--- src/rtl/multicycle_controller.sv ---
// Multicycle RISC-V style main controller: Moore FSM sequencing fetch/decode/execute,
// plus ALU and immediate-format decoders for the shared datapath.
module multicycle_controller #(
  parameter bit ILLEGAL_TRAP = 1'b0
) (
  input  logic       clk,
  input  logic       reset,
  input  logic [6:0] op,
  input  logic [2:0] funct3,
  input  logic       funct7b5,
  input  logic       zero,
  output logic       PCWrite,
  output logic       AdrSrc,
  output logic       MemWrite,
  output logic       IRWrite,
  output logic       RegWrite,
  output logic [1:0] ResultSrc,
  output logic [1:0] ALUSrcA,
  output logic [1:0] ALUSrcB,
  output logic [1:0] ImmSrc,
  output logic [2:0] ALUControl,
  output logic [3:0] state,
  output logic       illegal
);

  localparam logic [3:0] S_FETCH    = 4'd0;
  localparam logic [3:0] S_DECODE   = 4'd1;
  localparam logic [3:0] S_MEMADR   = 4'd2;
  localparam logic [3:0] S_MEMREAD  = 4'd3;
  localparam logic [3:0] S_MEMWB    = 4'd4;
  localparam logic [3:0] S_MEMWRITE = 4'd5;
  localparam logic [3:0] S_EXECUTER = 4'd6;
  localparam logic [3:0] S_EXECUTEI = 4'd7;
  localparam logic [3:0] S_ALUWB    = 4'd8;
  localparam logic [3:0] S_BEQ      = 4'd9;
  localparam logic [3:0] S_JAL      = 4'd10;
  localparam logic [3:0] S_HALT     = 4'd11;

  localparam logic [6:0] OP_LW   = 7'b0000011;
  localparam logic [6:0] OP_SW   = 7'b0100011;
  localparam logic [6:0] OP_R    = 7'b0110011;
  localparam logic [6:0] OP_I    = 7'b0010011;
  localparam logic [6:0] OP_BEQ  = 7'b1100011;
  localparam logic [6:0] OP_JAL  = 7'b1101111;

  localparam logic [1:0] ALUOP_ADD   = 2'b00;
  localparam logic [1:0] ALUOP_SUB   = 2'b01;
  localparam logic [1:0] ALUOP_FUNCT = 2'b10;

  logic [3:0] r_state;
  logic [3:0] w_next;
  logic       w_is_lw, w_is_sw, w_is_r, w_is_i, w_is_beq, w_is_jal, w_supported;
  logic       w_pcupdate, w_branch, w_irwrite, w_regwrite, w_memwrite, w_adrsrc;
  logic [1:0] w_resultsrc, w_alusrca, w_alusrcb, w_aluop;

  assign w_is_lw     = (op == OP_LW);
  assign w_is_sw     = (op == OP_SW);
  assign w_is_r      = (op == OP_R);
  assign w_is_i      = (op == OP_I);
  assign w_is_beq    = (op == OP_BEQ);
  assign w_is_jal    = (op == OP_JAL);
  assign w_supported = w_is_lw | w_is_sw | w_is_r | w_is_i | w_is_beq | w_is_jal;

  always_ff @(posedge clk) begin
    if (reset) r_state <= S_FETCH;
    else       r_state <= w_next;
  end

  always_comb begin
    w_next = S_FETCH;
    case (r_state)
      S_FETCH:  w_next = S_DECODE;
      S_DECODE: begin
        if (w_is_lw || w_is_sw) w_next = S_MEMADR;
        else if (w_is_r)        w_next = S_EXECUTER;
        else if (w_is_i)        w_next = S_EXECUTEI;
        else if (w_is_beq)      w_next = S_BEQ;
        else if (w_is_jal)      w_next = S_JAL;
        else                    w_next = ILLEGAL_TRAP ? S_HALT : S_FETCH;
      end
      S_MEMADR: begin
        if (w_is_lw)      w_next = S_MEMREAD;
        else if (w_is_sw) w_next = S_MEMWRITE;
        else              w_next = S_FETCH;
      end
      S_MEMREAD:  w_next = S_MEMWB;
      S_EXECUTER: w_next = S_ALUWB;
      S_EXECUTEI: w_next = S_ALUWB;
      S_JAL:      w_next = S_ALUWB;
      S_HALT:     w_next = S_HALT;
      default:    w_next = S_FETCH;
    endcase
  end

  // Moore decode; unused encodings 12-15 fall to the all-zero default.
  always_comb begin
    w_pcupdate  = 1'b0;
    w_branch    = 1'b0;
    w_irwrite   = 1'b0;
    w_regwrite  = 1'b0;
    w_memwrite  = 1'b0;
    w_adrsrc    = 1'b0;
    w_resultsrc = 2'b00;
    w_alusrca   = 2'b00;
    w_alusrcb   = 2'b00;
    w_aluop     = ALUOP_ADD;
    case (r_state)
      S_FETCH: begin
        w_irwrite   = 1'b1;
        w_pcupdate  = 1'b1;
        w_alusrcb   = 2'b10;
        w_resultsrc = 2'b10;
      end
      S_DECODE: begin
        w_alusrca = 2'b01;
        w_alusrcb = 2'b01;
      end
      S_MEMADR: begin
        w_alusrca = 2'b10;
        w_alusrcb = 2'b01;
      end
      S_MEMREAD: w_adrsrc = 1'b1;
      S_MEMWB: begin
        w_resultsrc = 2'b01;
        w_regwrite  = 1'b1;
      end
      S_MEMWRITE: begin
        w_adrsrc   = 1'b1;
        w_memwrite = 1'b1;
      end
      S_EXECUTER: begin
        w_alusrca = 2'b10;
        w_aluop   = ALUOP_FUNCT;
      end
      S_EXECUTEI: begin
        w_alusrca = 2'b10;
        w_alusrcb = 2'b01;
        w_aluop   = ALUOP_FUNCT;
      end
      S_ALUWB: w_regwrite = 1'b1;
      S_BEQ: begin
        w_alusrca = 2'b10;
        w_aluop   = ALUOP_SUB;
        w_branch  = 1'b1;
      end
      S_JAL: begin
        w_alusrca  = 2'b01;
        w_alusrcb  = 2'b10;
        w_pcupdate = 1'b1;
      end
      default: ;
    endcase
  end

  always_comb begin
    ALUControl = 3'b000;
    case (w_aluop)
      ALUOP_SUB: ALUControl = 3'b001;
      ALUOP_FUNCT: begin
        case (funct3)
          3'b000:  ALUControl = (op[5] && funct7b5) ? 3'b001 : 3'b000;
          3'b010:  ALUControl = 3'b101;
          3'b110:  ALUControl = 3'b011;
          3'b111:  ALUControl = 3'b010;
          default: ALUControl = 3'b000;
        endcase
      end
      default: ALUControl = 3'b000;
    endcase
  end

  always_comb begin
    ImmSrc = 2'b00;
    if (w_is_sw)       ImmSrc = 2'b01;
    else if (w_is_beq) ImmSrc = 2'b10;
    else if (w_is_jal) ImmSrc = 2'b11;
  end

  // Write enables are suppressed during reset so nothing commits while the FSM reloads.
  assign PCWrite   = ~reset & (w_pcupdate | (w_branch & zero));
  assign IRWrite   = ~reset & w_irwrite;
  assign RegWrite  = ~reset & w_regwrite;
  assign MemWrite  = ~reset & w_memwrite;
  assign illegal   = ~reset & (r_state == S_DECODE) & ~w_supported;
  assign AdrSrc    = w_adrsrc;
  assign ResultSrc = w_resultsrc;
  assign ALUSrcA   = w_alusrca;
  assign ALUSrcB   = w_alusrcb;
  assign state     = r_state;

endmodule

--- config.mk ---
export PLATFORM = sky130hd
export DESIGN_NAME = multicycle_controller
export DESIGN_NICKNAME = d
export VERILOG_FILES = /design/src/rtl/multicycle_controller.sv
export SDC_FILE = /design/constraint.sdc
export NUM_CORES = 1
export LEC_CHECK = 0
export CORE_ASPECT_RATIO = 1.25
export CORE_MARGIN = 10
export CORE_UTILIZATION = 25
export CTS_BUF_LIST = sky130_fd_sc_hd__clkbuf_16
export CTS_CLUSTER_DIAMETER = 80
export CTS_CLUSTER_SIZE = 20
export DETAILED_ROUTE_END_ITERATION = 16
export SYNTH_ARGS = -nofsm -noshare
export SYNTH_HDL_FRONTEND = slang
export SYNTH_SLANG_ARGS = --single-unit
--- constraint.sdc ---
create_clock -name clk -period 2.2 [get_ports clk]
set_input_delay 0.44 -clock clk [delete_from_list [all_inputs] [get_ports clk]]
set_output_delay 0.44 -clock clk [all_outputs]
set_load 0.1 [all_outputs]
==> out/metrics.yaml <==
run_status:
  status: "finished, final reports clean"
timing:
  hold_viol_final: 0
  fin_hold_ws_ps: 609
  post-route-period-util_pct: 97.5
  fmax_ghz: 0.466
  clock_skew_ps: 1.81
  worstMarginPinSlew_ps: 307
  period_minus_slack_ps: 2140
  finalSetupViolCount: 0
  rsz0062_at_grt: "false"
  relSlewSlack_pct: 79.4
  slew_violations: 0
placed_design:
  hpwl_mm: 1.98
  gp_congestion: 0.791
  io_buffers: 34
floorplanning:
  fp.dieW_um: 64.5
  start_util_pct: 25.8
  die_area_mm2: 0.00488
  core_mm2: 0.00240
  die_h_um: 75.7
  ioPinCount: 35
  rows: 20
synth:
  synth_top_area_share_pct: 12.9
  synth_nets: 101
  synth_seq_cells: 4
  seq_area_frac_synth_pct: 12.9
  synthFlopType: "dfxtp_1"
  synth_commonest_cells: "inv_1 (7), nor2_1 (7), buf_2 (6)"
  yosys-top-cells-area: "dfxtp_1 (13%), nand2b_1 (5.1%), buf_2 (4.8%), a2111oi_2 (4.8%), nor3b_1 (4.8%)"
  netlist_area_um2: 619
  synth_edf_count: 0
  async_flop_share_pct: 0
  synthCells: 85
  synth.distinct_cells: 33
  synth_top_area_cell: "dfxtp_1"
  yosys_warnings: 0
  syn_avg_cell_area_um2: 7.29
setup_path:
  reg2reg_depth: 5
  cp.required_ps: 1760
  r2r_slack_ps: 850
  endpoint_kind: "primary output"
  start_kind: "flop"
  cp_max_fo: 8
  critPathArrivalTime_ps: 1700
  critPathKind: "reg -> out"
route:
  dr_total_vias: 846
  drtAntennaViolNets: 0
  vias_per_cell: 5.07
  drt_iter0_markers: 13
  drc: 0
  wl_met1_um: 901
  wl_mm: 2.44
  dr.pass1.iters: 3
  met3_length_um: 142
  wl_per_cell_um: 14.6
  dr_wl_met2_mm: 1.34
  top_layer_used: "met4"
cells_and_area:
  largest_register_ffs: 4
  nets: 152
  area_growth_pct: 158
  drive_above_1_share_pct: 59.0
  final_util_pct: 66.5
  diodes: 0
grt:
  grt_first_pass_wirelength_mm: 4.17
  track_usage_pct: 10.5
  overflow: 0
  grt_pass1_vias: 912
  grt_max_degree: 17
  antenna_found_initial: 0
clock_network:
  clk_pin_slew_worst_paths_ps: 30
  cts_buffers: 3
  numClockSinks: 4
  htreeDepth: 1
  cts_buffer_depth: 2
  cts_tree: "built"
  clock-root-buffer: "clkbuf_16"
  worstSkewPairLatency_ps: 230
  postCtsHoldBufs: 0
power:
  switchingPower_w: 0.000219
  p_int_w: 0.000410
  p_seq_share_pct: 12.2
  switching_share_pct: 34.8
  leakage_nw: 0.621
  combPwrFrac_pct: 42.6
  peakVddDrop_v: 0.000279
  p_clk_share_pct: 45.1
  power_w: 0.000629
  power.density_mw_per_mm2: 394
run:
  drv_cap: 0
hold_path:
  worstHoldPathCells: 3
  hold_path_class: "reg -> reg"
[kinds of logic (layout without fill, tap and decap cells)]
kind of cell             Yosys count  after routing  share of synthesized area [%]
AND/OR/NAND/NOR                   46             46                           49.7
AO/OA/AOI/OAI                     18             18                           21.4
buffers and inverters             13             62                           9.09
flip-flops                         4              4                           12.9
adder cells (fa/ha/maj)            2              2                           4.04
XOR/XNOR                           2              2                           2.83
[power groups by stage]
stage | registers (W) | logic, W | clock network, W
floorplan | 0.0000864 | 0.000153 | 0
global placement | 0.0000781 | 0.000265 | 0
detailed placement | 0.0000783 | 0.000267 | 0
CTS | 0.0000770 | 0.000268 | 0.000285
global route | 0.0000779 | 0.000280 | 0.000290
finish | 0.0000769 | 0.000268 | 0.000284
[cells in the final DEF (no fill, tap or decap), types with 3 or more instances in the layout]
cell,netlist,layout
nand2b_1,5,4
dlymetal6s2s_1,0,4
dfxtp_4,0,4
buf_4,0,20
nand4_1,3,3
clkdlybuf4s50_1,0,5
clkbuf_16,0,3
nand3_1,4,4
nand2_1,5,4
inv_1,7,4
nor2_1,7,5
buf_12,0,17
dlygate4sd2_1,0,4
nor3_4,0,3
[per-layer routing]
metal,track usage (%),vias to the layer above
met3,3.38,5
met4,5.71,0
met1,10.9,404
li1,-,410
met5,0,-
met2,18.4,27
[worst max-delay path: stages (launching register included)]
cell and delay [ps]:
dfxtp_4 360, nand2b_4 140, or2_4 240, ha_4 230, and4b_4 330, buf_12 170
[layout make-up]
type,count,area [um2]
Multi-Input combinational cell,68,707
Sequential cell,4,95.1
Clock buffer,3,75.1
Fill cell,204,806
Timing Repair Buffer,52,648
Tap cell,33,41.3
Inverter,7,30.0
[what timing repair did]
action / in CTS / in global routing
gates resized for setup: 7 / 7
setup endpoints to repair: 5 / 4
endpoints found under the hold margin: 0 / 0
pin swaps: 5 / 5
setup buffers: 3 / 2
[path summary, 6_finish.rpt]
path | startpoint | end
min reg2reg | state[3] | state[0]
min | state[3] | state[0]
max | state[3] | ALUControl[1]
max reg2reg | state[3] | state[3]
[stage by stage]
step                      cells  setup TNS (ps)  instance area, um2  setup WS (ps)
after floorplan              85           -1180                 873           -428
after global placement      159            -459                1460           -179
after detailed placement    159            -523                1460           -196
after CTS                   165               0                1560           6.42
after global routing        167               0                1600          0.162
final                       167               0                1600           55.4
Note: power is estimated with default switching activity, not from simulation.
